==> config.mk <==
export PLATFORM = sky130hd
export DESIGN_NAME = mult_seq
export DESIGN_NICKNAME = d
export VERILOG_FILES = /design/src/rtl/mult_seq.sv
export SDC_FILE = /design/constraint.sdc
export NUM_CORES = 1
export LEC_CHECK = 0
export ABC_AREA = 1
export CAP_MARGIN = 10
export CORE_ASPECT_RATIO = 0.5
export CORE_MARGIN = 10
export CORE_UTILIZATION = 50
export CTS_BUF_LIST = sky130_fd_sc_hd__clkbuf_4 sky130_fd_sc_hd__clkbuf_8
export CTS_CLUSTER_SIZE = 25
export DETAILED_ROUTE_END_ITERATION = 10
export GPL_ROUTABILITY_DRIVEN = 1
export PLACE_DENSITY = 0.7
export SLEW_MARGIN = 20
export SYNTH_ARGS = -nofsm -noshare
export SYNTH_HDL_FRONTEND = slang
export SYNTH_SLANG_ARGS = --single-unit
==> constraint.sdc <==
create_clock -name clk -period 2.8 [get_ports clk]
set_clock_uncertainty 0.05 [all_clocks]
set_input_delay 0.28 -clock clk [delete_from_list [all_inputs] [get_ports clk]]
set_output_delay 0.28 -clock clk [all_outputs]
set_load 0.1 [all_outputs]
==> src/rtl/mult_seq.sv <==
// Sequential shift-add multiplier, BITS_PER_CYCLE multiplier bits retired per clock, start/done handshake.
// Define MULT_SIGNED_EN to honour is_signed (magnitude multiply plus final negate); otherwise unsigned only.
module mult_seq #(
  parameter int unsigned WIDTH          = 32,
  parameter int unsigned BITS_PER_CYCLE = 1
) (
  input  logic                 clk,
  input  logic                 reset,
  input  logic                 start,
  input  logic                 is_signed,
  input  logic [WIDTH-1:0]     a,
  input  logic [WIDTH-1:0]     b,
  output logic                 busy,
  output logic                 done,
  output logic [2*WIDTH-1:0]   z
);

  localparam int unsigned PW     = 2 * WIDTH;
  localparam int unsigned CYCLES = WIDTH / BITS_PER_CYCLE;
  localparam int unsigned CW     = $clog2(CYCLES + 1);

  typedef enum logic [1:0] {S_IDLE, S_RUN, S_DONE} state_t;

  state_t          r_state;
  state_t          w_next;
  logic [CW-1:0]   r_cnt;
  logic [PW-1:0]   r_mcand;
  logic [WIDTH-1:0] r_mplier;
  logic [PW-1:0]   r_acc;
  logic [PW-1:0]   r_z;
  logic            r_busy;
  logic            r_done;

  logic            w_load;
  logic            w_step;
  logic            w_last;
  logic [WIDTH-1:0] w_mag_a;
  logic [WIDTH-1:0] w_mag_b;
  logic [PW-1:0]   w_partial;
  logic [PW-1:0]   w_acc_nxt;
  logic [PW-1:0]   w_prod;

  assign w_last = (r_cnt == CW'(CYCLES - 1));

  // Operand conditioning and result sign fix-up
`ifdef MULT_SIGNED_EN
  logic r_neg;
  logic w_neg_in;
  assign w_neg_in = is_signed & (a[WIDTH-1] ^ b[WIDTH-1]);
  assign w_mag_a  = (is_signed && a[WIDTH-1]) ? -a : a;
  assign w_mag_b  = (is_signed && b[WIDTH-1]) ? -b : b;
  assign w_prod   = r_neg ? -w_acc_nxt : w_acc_nxt;

  always_ff @(posedge clk) begin
    if (!reset)      r_neg <= 1'b0;
    else if (w_load) r_neg <= w_neg_in;
  end
`else
  logic w_unused_is_signed;
  assign w_unused_is_signed = is_signed;
  assign w_mag_a = a;
  assign w_mag_b = b;
  assign w_prod  = w_acc_nxt;
`endif

  // State register
  always_ff @(posedge clk) begin
    if (!reset) r_state <= S_IDLE;
    else        r_state <= w_next;
  end

  // Next-state logic
  always_comb begin
    w_next = r_state;
    case (r_state)
      S_IDLE:  if (start) w_next = S_RUN;
      S_RUN:   if (w_last) w_next = S_DONE;
      S_DONE:  w_next = start ? S_RUN : S_IDLE;
      default: w_next = S_IDLE;
    endcase
  end

  // Datapath controls decoded from state
  always_comb begin
    w_load = 1'b0;
    w_step = 1'b0;
    case (r_state)
      S_IDLE:  w_load = start;
      S_RUN:   w_step = 1'b1;
      S_DONE:  w_load = start;
      default: w_load = 1'b0;
    endcase
  end

  // Sum of shifted multiplicand copies for the low multiplier bits
  always_comb begin
    w_partial = '0;
    for (int k = 0; k < int'(BITS_PER_CYCLE); k++) begin
      if (r_mplier[k]) w_partial = w_partial + (r_mcand << k);
    end
    w_acc_nxt = r_acc + w_partial;
  end

  always_ff @(posedge clk) begin
    if (!reset) begin
      r_cnt    <= '0;
      r_mcand  <= '0;
      r_mplier <= '0;
      r_acc    <= '0;
      r_z      <= '0;
      r_busy   <= 1'b0;
      r_done   <= 1'b0;
    end else begin
      r_busy <= (w_next == S_RUN);
      r_done <= (w_next == S_DONE);
      if (w_load) begin
        r_cnt    <= '0;
        r_mcand  <= PW'(w_mag_a);
        r_mplier <= w_mag_b;
        r_acc    <= '0;
      end else if (w_step) begin
        r_cnt    <= r_cnt + CW'(1);
        r_mcand  <= r_mcand << BITS_PER_CYCLE;
        r_mplier <= r_mplier >> BITS_PER_CYCLE;
        r_acc    <= w_acc_nxt;
        if (w_last) r_z <= w_prod;
      end
    end
  end

  assign busy = r_busy;
  assign done = r_done;
  assign z    = r_z;

endmodule

# [Yosys cells after proc, flatten, opt, wreduce, memory -nomap -nowiden]
# Cells that the tools add are included.
[classes] add_sub_neg=2 multipliers=0 n_div=0 n_lt_le_gt_ge=0 n_eq_ne=5 shifts=0 n_mux=11 n_bitwise=2 reduce_logical=5
[ops] op="$mux 32" count=4
[ops] op="$add 64x64->64" count=1
[ops] op="$mux 64" count=1
[ops] op="$add 6x1->6 const B" count=1
[ops] op="$eq 6x5->1 const B" count=1
[ops] op="$pmux 2 s3" count=1
[ops] op="$eq 2x1->1 const B" count=2
[ops] op="$eq 2x2->1 const B" count=2
[ops] op="$mux 2" count=2
[ops] op="$reduce_or 2->1" count=2
[ops] op="$mux 1" count=3
[ops] op="$reduce_and 3->1" count=1
[ops] op="$logic_not 2->1" count=1
[ops] op="$not 1->1" count=2
[ops] op="$reduce_bool 2->1" count=1
[word_totals] regBits=234 latchBits=0 ram_bits=0 mem_bits_ro=0 in_bits=68 output_inout_bits=66 elab_cells=34 mem_count=0

# [Logic depth before layout (Yosys ltp)]
# Gate-level depths: netlist of run 1.
[logic_depth] word_depth=5 ltp_mapped=20

# [Worst setup path after synthesis of run 1]
# Ideal clock, no wire load.
[synth_timing] path_type="register to register" from="register r_mplier[0]" to="register r_acc[60]" setup_time_ns=0.109 arrival_time_ns=2.370 required_time_ns=2.641 path_slack_ns=0.271 path_stages_with_launch=21 synth_period_minus_slack_ns=2.529 cell_sequence="dfxtp_1 clkbuf_1 clkbuf_1 nand2_1 inv_1 ha_1 fa_1 nand3_1 nand3_1 nand2_1 nand2_1 nand2_1 nand2_1 nand2_1 nand2_1 nand2_1 nand2_1 nand2_1 nand3_1 nand2_1 inv_1"
[synth_between] elab_chain_cells=2
[synth_rtl] element="start, declared" line="28" source="logic [WIDTH-1:0] r_mplier;"
[synth_rtl] element="start signal, assigned" line="119" source="r_mplier <= w_mag_b;"
[synth_rtl] element="start signal, assigned" line="124" source="r_mplier <= r_mplier >> BITS_PER_CYCLE;"
[synth_rtl] element="$mux 64" line="99" source="if (r_mplier[k]) w_partial = w_partial + (r_mcand << k);"
[synth_rtl] element="$add 64x64->64" line="101" source="w_acc_nxt = r_acc + w_partial;"
[synth_rtl] element="end signal, assigned" line="125" source="r_acc <= w_acc_nxt;"
[synth_rtl] element="end, declared" line="29" source="logic [PW-1:0] r_acc;"
# Every way passes these cells.
# A chain may end at the register's enable or synchronous reset.

# [Final worst setup path of run 1]
[layout_timing] from="register r_mplier[0]" to="register r_acc[56]"
# Same word-level chain as after synthesis.

==> results.py, run 1 <==
metrics = {
    "run_status": {
        "outcome": "complete, no violations",
    },
    "placed_design": {
        "gp_congestion": 0.950,
        "dp_slack_ps": 53.0,
        "place_inst": 3139,
        "portBuffers": 132,
        "post_dp_cell_area_um2": 17400,
        "dpl.hpwl_um": 36100,
    },
    "worst_setup_path": {
        "timing.critical_path.slowest_stage_cell": "dfxtp_4",
        "r2r_cells": 17,
        "crit_chain": "buf_6 > buf_12 > nand2_1 > inv_1 > ha_1 > nand2_1 > buf_4 > nor2_1 > nand2_1 > nor2_1 > buf_4 > and2_1 > nand2_1 > nand3_1 > nand3_1 > nand2_1 > inv_1",
        "timing_worst_setup_path_type": "reg -> reg",
        "start_kind": "register",
        "crit_top_cell": "nand2_1",
        "worstPathArrival_ps": 3090,
        "critPathCaptureType": "register",
        "cpPeakStageDelay_ps": 370,
        "critical_path_peak_fanout": 17,
        "cp_data_required_time_ps": 3210,
        "regToRegSetupSlack_ps": 120,
        "r2r-end": "r_acc[56]",
        "timing.rr.start": "r_mplier[0]",
    },
    "synth": {
        "synthCells": 2589,
        "async_reset_ff_share_pct": 0,
        "synth-adder-area-share_pct": 5.41,
        "syn_avg_cell_area_um2": 5.86,
        "synth_top_family_by_area": "simple AND/OR/NAND/NOR gates",
        "synth_seq_cells": 234,
        "netlist.area_leader.share_pct": 30.9,
        "ys_seq_area_share_pct": 30.9,
        "synthSimpleGateAreaFrac_pct": 36.1,
        "netlist_area_um2": 15200,
        "ys_top_cells_by_area": "dfxtp_1 (31%), nand2_1 (25%), inv_1 (13%), nor2_1 (5.6%), ha_1 (5.3%)",
        "synthFlopType": "dfxtp_1",
        "yosys_warnings": 0,
        "synthXorXnorAreaFrac_pct": 1.73,
        "synth.distinct_cells": 35,
        "synth_nets": 2722,
        "synth_edf_count": 0,
        "synth_top_cell_by_area": "dfxtp_1",
        "synth-compound-area-share_pct": 10.7,
        "synthMuxAreaShare_pct": 0,
    },
    "route": {
        "drtIter0Drc": 1140,
        "post_drt_wl_per_cell_um": 14.6,
        "vias": 15655,
        "routed_wl_um": 46800,
        "highest_layer": "met4",
        "drt-pass1-iter-count": 8,
        "vias_per_cell": 4.89,
        "ant_nets": 0,
        "drt-met1-wl_um": 22600,
        "post-route-drc-count": 0,
        "wl_met2_um": 20600,
        "wl_met3_um": 3110,
    },
    "cells_and_area": {
        "instances_no_fill": 3201,
        "n_fill_cell": 2967,
        "finish.instance_area_um2": 18600,
        "antenna_cells": 0,
        "final_nets": 2919,
        "multiInputGateArea_um2": 8620,
        "regArea_um2": 4690,
        "syn_to_final_growth_pct": 22.3,
        "fin_util_pct": 63.0,
        "drive_gt1_share_pct": 12.3,
    },
    "cts": {
        "cts_tree": "yes",
        "ctsHtreeMaxLevel": 2,
        "cts-root-buf": "clkbuf_8",
        "clk_latency_ps": 590,
        "clk_pin_slew_ps": 70,
        "clock-sinks": 234,
        "clk_path_buf_depth": 3,
        "numCtsBuffers": 35,
    },
    "timing": {
        "min_period_ps": 2680,
        "final-setup-viol-count": 0,
        "slew_headroom_pct": 38.1,
        "report.final.slew_viol_count": 0,
        "holdWs_ps": 208,
        "worst_slack_ps": 115,
        "hold_violations": 0,
        "post-route-period-util_pct": 95.9,
        "final.setup.tns_ps": 0,
        "rsz0062_at_grt": "true",
        "worst_pin_slew_ps": 928,
        "fmax_mhz": 372,
    },
    "die": {
        "rows": 44,
        "core_um2": 29500,
        "die_x_um": 266,
        "fp.dieH_um": 143,
        "die_area_um2": 38100,
        "ios": 134,
        "initial_core_util_pct": 51.5,
    },
    "power_and_ir_drop": {
        "powerDensity_nw_per_um2": 401,
        "p_leak_nw": 10.3,
        "peakVddDrop_mv": 0.373,
        "p_total_mw": 7.45,
    },
    "global_route": {
        "grt_max_degree": 86,
        "grt_pass1_wl_um": 73800,
        "overflow": 0,
        "grtUsageTotal_pct": 23.7,
        "antenna_found_initial": 0,
        "grt_pass1_vias": 14344,
    },
    "worst_hold_path": {
        "hold-path-cell-count": 3,
        "hp-class": "in -> reg",
        "hold_end": "r_mcand[0]",
        "min-delay-start": "a[0]",
    },
    "job": {
        "drv_cap": 0,
    },
}
==> Yosys cell counts, types with 5 or more instances <==
library cell	n
o21ai_0	47
o21a_1	44
nand2_1	992
inv_2	5
nor3_1	15
dfxtp_1	234
ha_1	64
inv_1	506
nand4_1	13
clkbuf_1	72
o21bai_1	12
a21oi_1	87
a31oi_1	62
nor2_1	227
xnor2_1	7
o211ai_1	12
xor2_1	23
nand3_1	130
==> routing by layer <==
metal,up-vias,global-route usage (%)
met5,-,0
met4,0,4.07
met3,43,4.34
met2,362,38.3
met1,7001,32.9
li1,8249,-
==> state kept, by name (all words and copies together), names as in the netlist <==
name	cells
busy	1
r_mplier	32
r_mcand	64
z	64
r_state	2
r_cnt	6
r_acc	64
done	1
==> area by class of cell <==
cell class | count | area share (%)
flip-flops and latches | 234 | 25.3
clock buffers | 52 | 3.38
multi-input cells | 1757 | 46.4
well taps | 391 | 2.64
clock inverters | 9 | 0.593
inverters | 512 | 10.4
repair buffers | 246 | 11.3
==> critical path, delay by kind of cell (launching register included) <==
| family | cells | cell delay (ps) |
|---|---|---|
| buffers and inverters | 6 | 680 |
| flip-flops | 1 | 370 |
| adder cells (fa/ha/maj) | 1 | 320 |
| AND/OR/NAND/NOR | 10 | 1160 |
==> power by group <==
group | switching [mW] | internal, mW | total [mW]
Sequential | 0.0828 | 3.45 | 3.53
Clock | 1.41 | 1.64 | 3.05
Combinational | 0.522 | 0.343 | 0.865
==> how the worst max path moves through the flow <==
stage / start / end / slack (ps) / cells past startpoint
final: r_mplier[0] / r_acc[56] / 120 / 17
after global routing: r_mplier[0] / r_acc[49] / -40 / 17
after CTS: r_mplier[0] / z[62] / 6 / 16
after detailed placement: r_mplier[0] / r_acc[62] / 50 / 16
after global placement: r_mplier[0] / r_acc[62] / 50 / 16
after floorplan: r_mplier[0] / r_acc[60] / 270 / 20
==> kinds of logic after synthesis <==
kind of cell / count (synthesis)
simple gates: 1389
fa+ha+maj: 65
xor+xnor: 30
buf+inv: 598
compound gates: 273
flops: 234
==> placed cells by master, fill, tap and decap left out, types with 3 or more instances in the layout <==
cell	n
a21oi_1	80
a21oi_2	7
a31oi_1	62
buf_12	7
buf_4	171
clkbuf_4	14
clkbuf_8	38
clkdlybuf4s50_1	65
clkinv_2	5
dfxtp_1	233
ha_1	47
ha_2	4
ha_4	13
inv_1	502
inv_2	9
nand2_1	966
nand2_2	27
nand3_1	123
nand3_2	7
nand4_1	13
nor2_1	200
nor2_2	23
nor2_4	5
nor3_1	14
nor3_2	3
o211ai_1	12
o21a_1	44
o21ai_0	47
o21ai_1	4
o21bai_1	12
xnor2_1	7
xor2_1	23
==> what timing repair did <==
item                                    CTS  global route
setup buffers                             0             1
endpoints found under the setup margin    0            67
hold buffers                              0             0
gates resized for setup                   0           100
Power figures use the tool's default switching activity.
==> inputs of run 2 (changes only) <==
--- a/config.mk
+++ b/config.mk
@@ -6,6 +6,7 @@
 export NUM_CORES = 1
 export LEC_CHECK = 0
 export ABC_AREA = 1
+export ABC_CLOCK_PERIOD_IN_PS = 2800
 export CAP_MARGIN = 10
 export CORE_ASPECT_RATIO = 0.5
 export CORE_MARGIN = 10
==> results of run 2 <==
No change in the layout: final DEF, timing and power equal those of run 1.
==> inputs of run 3 (changes only) <==
--- a/config.mk
+++ b/config.mk
@@ -10,12 +10,12 @@
 export CAP_MARGIN = 10
 export CORE_ASPECT_RATIO = 0.5
 export CORE_MARGIN = 10
-export CORE_UTILIZATION = 50
+export CORE_UTILIZATION = 40
 export CTS_BUF_LIST = sky130_fd_sc_hd__clkbuf_4 sky130_fd_sc_hd__clkbuf_8
 export CTS_CLUSTER_SIZE = 25
 export DETAILED_ROUTE_END_ITERATION = 10
 export GPL_ROUTABILITY_DRIVEN = 1
-export PLACE_DENSITY = 0.7
+export PLACE_DENSITY = 0.58
 export SLEW_MARGIN = 20
 export SYNTH_ARGS = -nofsm -noshare
 export SYNTH_HDL_FRONTEND = slang
==> results.py, run 3 (same netlist as run 1, synthesis figures left out) <==
metrics = {
    "global_route": {
        "grt_pass1_wl_um": 76300,
        "grt_max_degree": 103,
        "grt_pass1_vias": 14094,
        "antenna_found_initial": 1,
        "grtUsageTotal_pct": 20.4,
        "overflow": 0,
    },
    "cts": {
        "cts_resized": 1,
        "cts-root-buf": "clkbuf_8",
        "ctsHtreeMaxLevel": 2,
        "cts_tree": "yes",
        "numCtsBuffers": 38,
        "post_cts_buffers": 0,
        "clk_path_buf_depth": 3,
        "clk_pin_slew_ps": 70,
        "clk_latency_ps": 590,
        "clock-sinks": 234,
        "ctsHoldBuffers": 0,
    },
    "worst_setup_path": {
        "critical_path_depth": 15,
        "regToRegSetupSlack_ps": 130,
        "startpoint": "r_mplier[0]",
        "worstPathArrival_ps": 3100,
        "critPathBufInv": 4,
        "critPathCaptureType": "register",
        "crit_top_cell": "nand2_1",
        "crit_path_end": "z[54]",
        "timing_worst_setup_path_type": "reg -> reg",
        "timing.critical_path.slowest_stage_cell": "ha_1",
        "start_kind": "register",
        "timing.rr.start": "r_mplier[0]",
        "cpPeakStageDelay_ps": 380,
        "r2r_cells": 15,
        "r2r-end": "z[54]",
        "crit_chain": "buf_12 > nand2_1 > inv_1 > ha_1 > nand2_1 > nor2_1 > nand2_1 > inv_1 > nand2_1 > nor2_1 > nand2_1 > nand4_1 > nand3_1 > nand2_1 > inv_1",
        "critPathTopFamily": "simple AND/OR/NAND/NOR gates",
        "cp_data_required_time_ps": 3230,
        "critical_path_peak_fanout": 44,
    },
    "route": {
        "post-route-drc-count": 0,
        "routed_wl_um": 48800,
        "ant_nets": 0,
        "drtIter0Drc": 1043,
        "post_drt_wl_per_cell_um": 14.9,
        "vias_per_cell": 4.67,
        "vias": 15235,
        "drt-pass1-iter-count": 5,
    },
    "die": {
        "rows": 50,
        "fp.dieH_um": 158,
        "core_um2": 37400,
        "ios": 134,
        "initial_core_util_pct": 40.6,
        "die_area_um2": 46600,
        "die_x_um": 295,
    },
    "power_and_ir_drop": {
        "p_leak_nw": 10.1,
        "peakVddDrop_mv": 0.241,
        "powerDensity_nw_per_um2": 430,
    },
    "timing": {
        "worst_slack_ps": 126,
        "rsz0062_at_grt": "true",
        "report.final.slew_viol_count": 0,
        "slew_headroom_pct": 48.3,
        "fmax_mhz": 374,
        "holdWs_ps": 214,
        "hold_violations": 0,
        "post-route-period-util_pct": 95.5,
        "final-setup-viol-count": 0,
        "worst_pin_slew_ps": 775,
        "min_period_ps": 2670,
    },
    "cells_and_area": {
        "final_nets": 2876,
        "final_cell_mix": "nand2_1 (970), inv_1 (504), dfxtp_1 (233)",
        "finish.instance_area_um2": 18300,
        "final_common_cell": "nand2_1",
        "syn_to_final_growth_pct": 20.7,
        "regArea_um2": 4690,
        "drive_gt1_share_pct": 10.2,
        "multiInputGateArea_um2": 8440,
        "instances_no_fill": 3263,
        "n_fill_cell": 4060,
    },
    "placed_design": {
        "dp_slack_ps": 41.7,
        "place_inst": 3197,
        "gp_congestion": 0.942,
        "post_dp_cell_area_um2": 17200,
        "dpl.hpwl_um": 37200,
        "portBuffers": 132,
    },
    "job": {
        "drv_cap": 0,
    },
    "worst_hold_path": {
        "hp-class": "in -> reg",
        "hold-path-cell-count": 3,
    },
    "run_status": {
        "outcome": "complete, no violations",
    },
}
[run 3: cell types whose count changed in the layout (fill, tap and decap cells not counted), moves of 5 or more]
cell and change:
buf_4 -46, clkbuf_8 +12, ha_1 +11, ha_4 -11
nor2_1 +8, clkbuf_4 -7, nor2_2 -5
[run 3: where the power goes]
group          internal (mW)  switching (mW)
clock                   1.98            1.52
combinational          0.327           0.528
sequential              3.45          0.0784
[run 3: metal layers]
| metal | vias to the layer above | GRT usage [%] | wire (um) |
|---|---|---|---|
| met5 | - | 0 | 0 |
| met4 | 0 | 3.42 | 656 |
| met3 | 48 | 3.44 | 2420 |
| met2 | 295 | 32.5 | 21000 |
| met1 | 6736 | 28.9 | 24700 |
| li1 | 8156 | - | - |
[run 3: cell type report]
type                       instances  share of cell area (%)
multi-input combinational       1757                    46.1
sequential                       234                    25.6
inverter                         512                    10.5
timing repair buffer             200                    9.68
clock buffer                      57                    4.04
tap                              494                    3.37
clock inverter                     8                   0.731
antenna                            1                  0.0137
[run 3: worst register-to-register path: cells and delay by family (launching register included)]
family | cells | cell delay (ps)
adders and majority gates | 1 | 380
buffers and inverters | 4 | 360
DFF | 1 | 350
and+or+nand+nor | 10 | 1410
[run 3: worst min path at each step]
stage | start | endpoint | slack, ps
after floorplan | a[0] | r_mcand[0] | 380
after global placement | r_mcand[63] | r_mcand[63] | 410
after detailed placement | r_mcand[63] | r_mcand[63] | 410
after CTS | a[0] | r_mcand[0] | 180
after global routing | b[25] | r_mplier[25] | 200
final | a[0] | r_mcand[0] | 210
[run 3: through the flow]
step | TNS, ps | total power, mW | util [%]
CTS | 0 | 7.98 | 48.3
finish | 0 | 7.88 | 49.0
global placement | 0 | 4.45 | 46.0
floorplan | 0 | 4.14 | -
global route | -567 | 8.28 | 49.0
detailed placement | 0 | 4.46 | 46.0
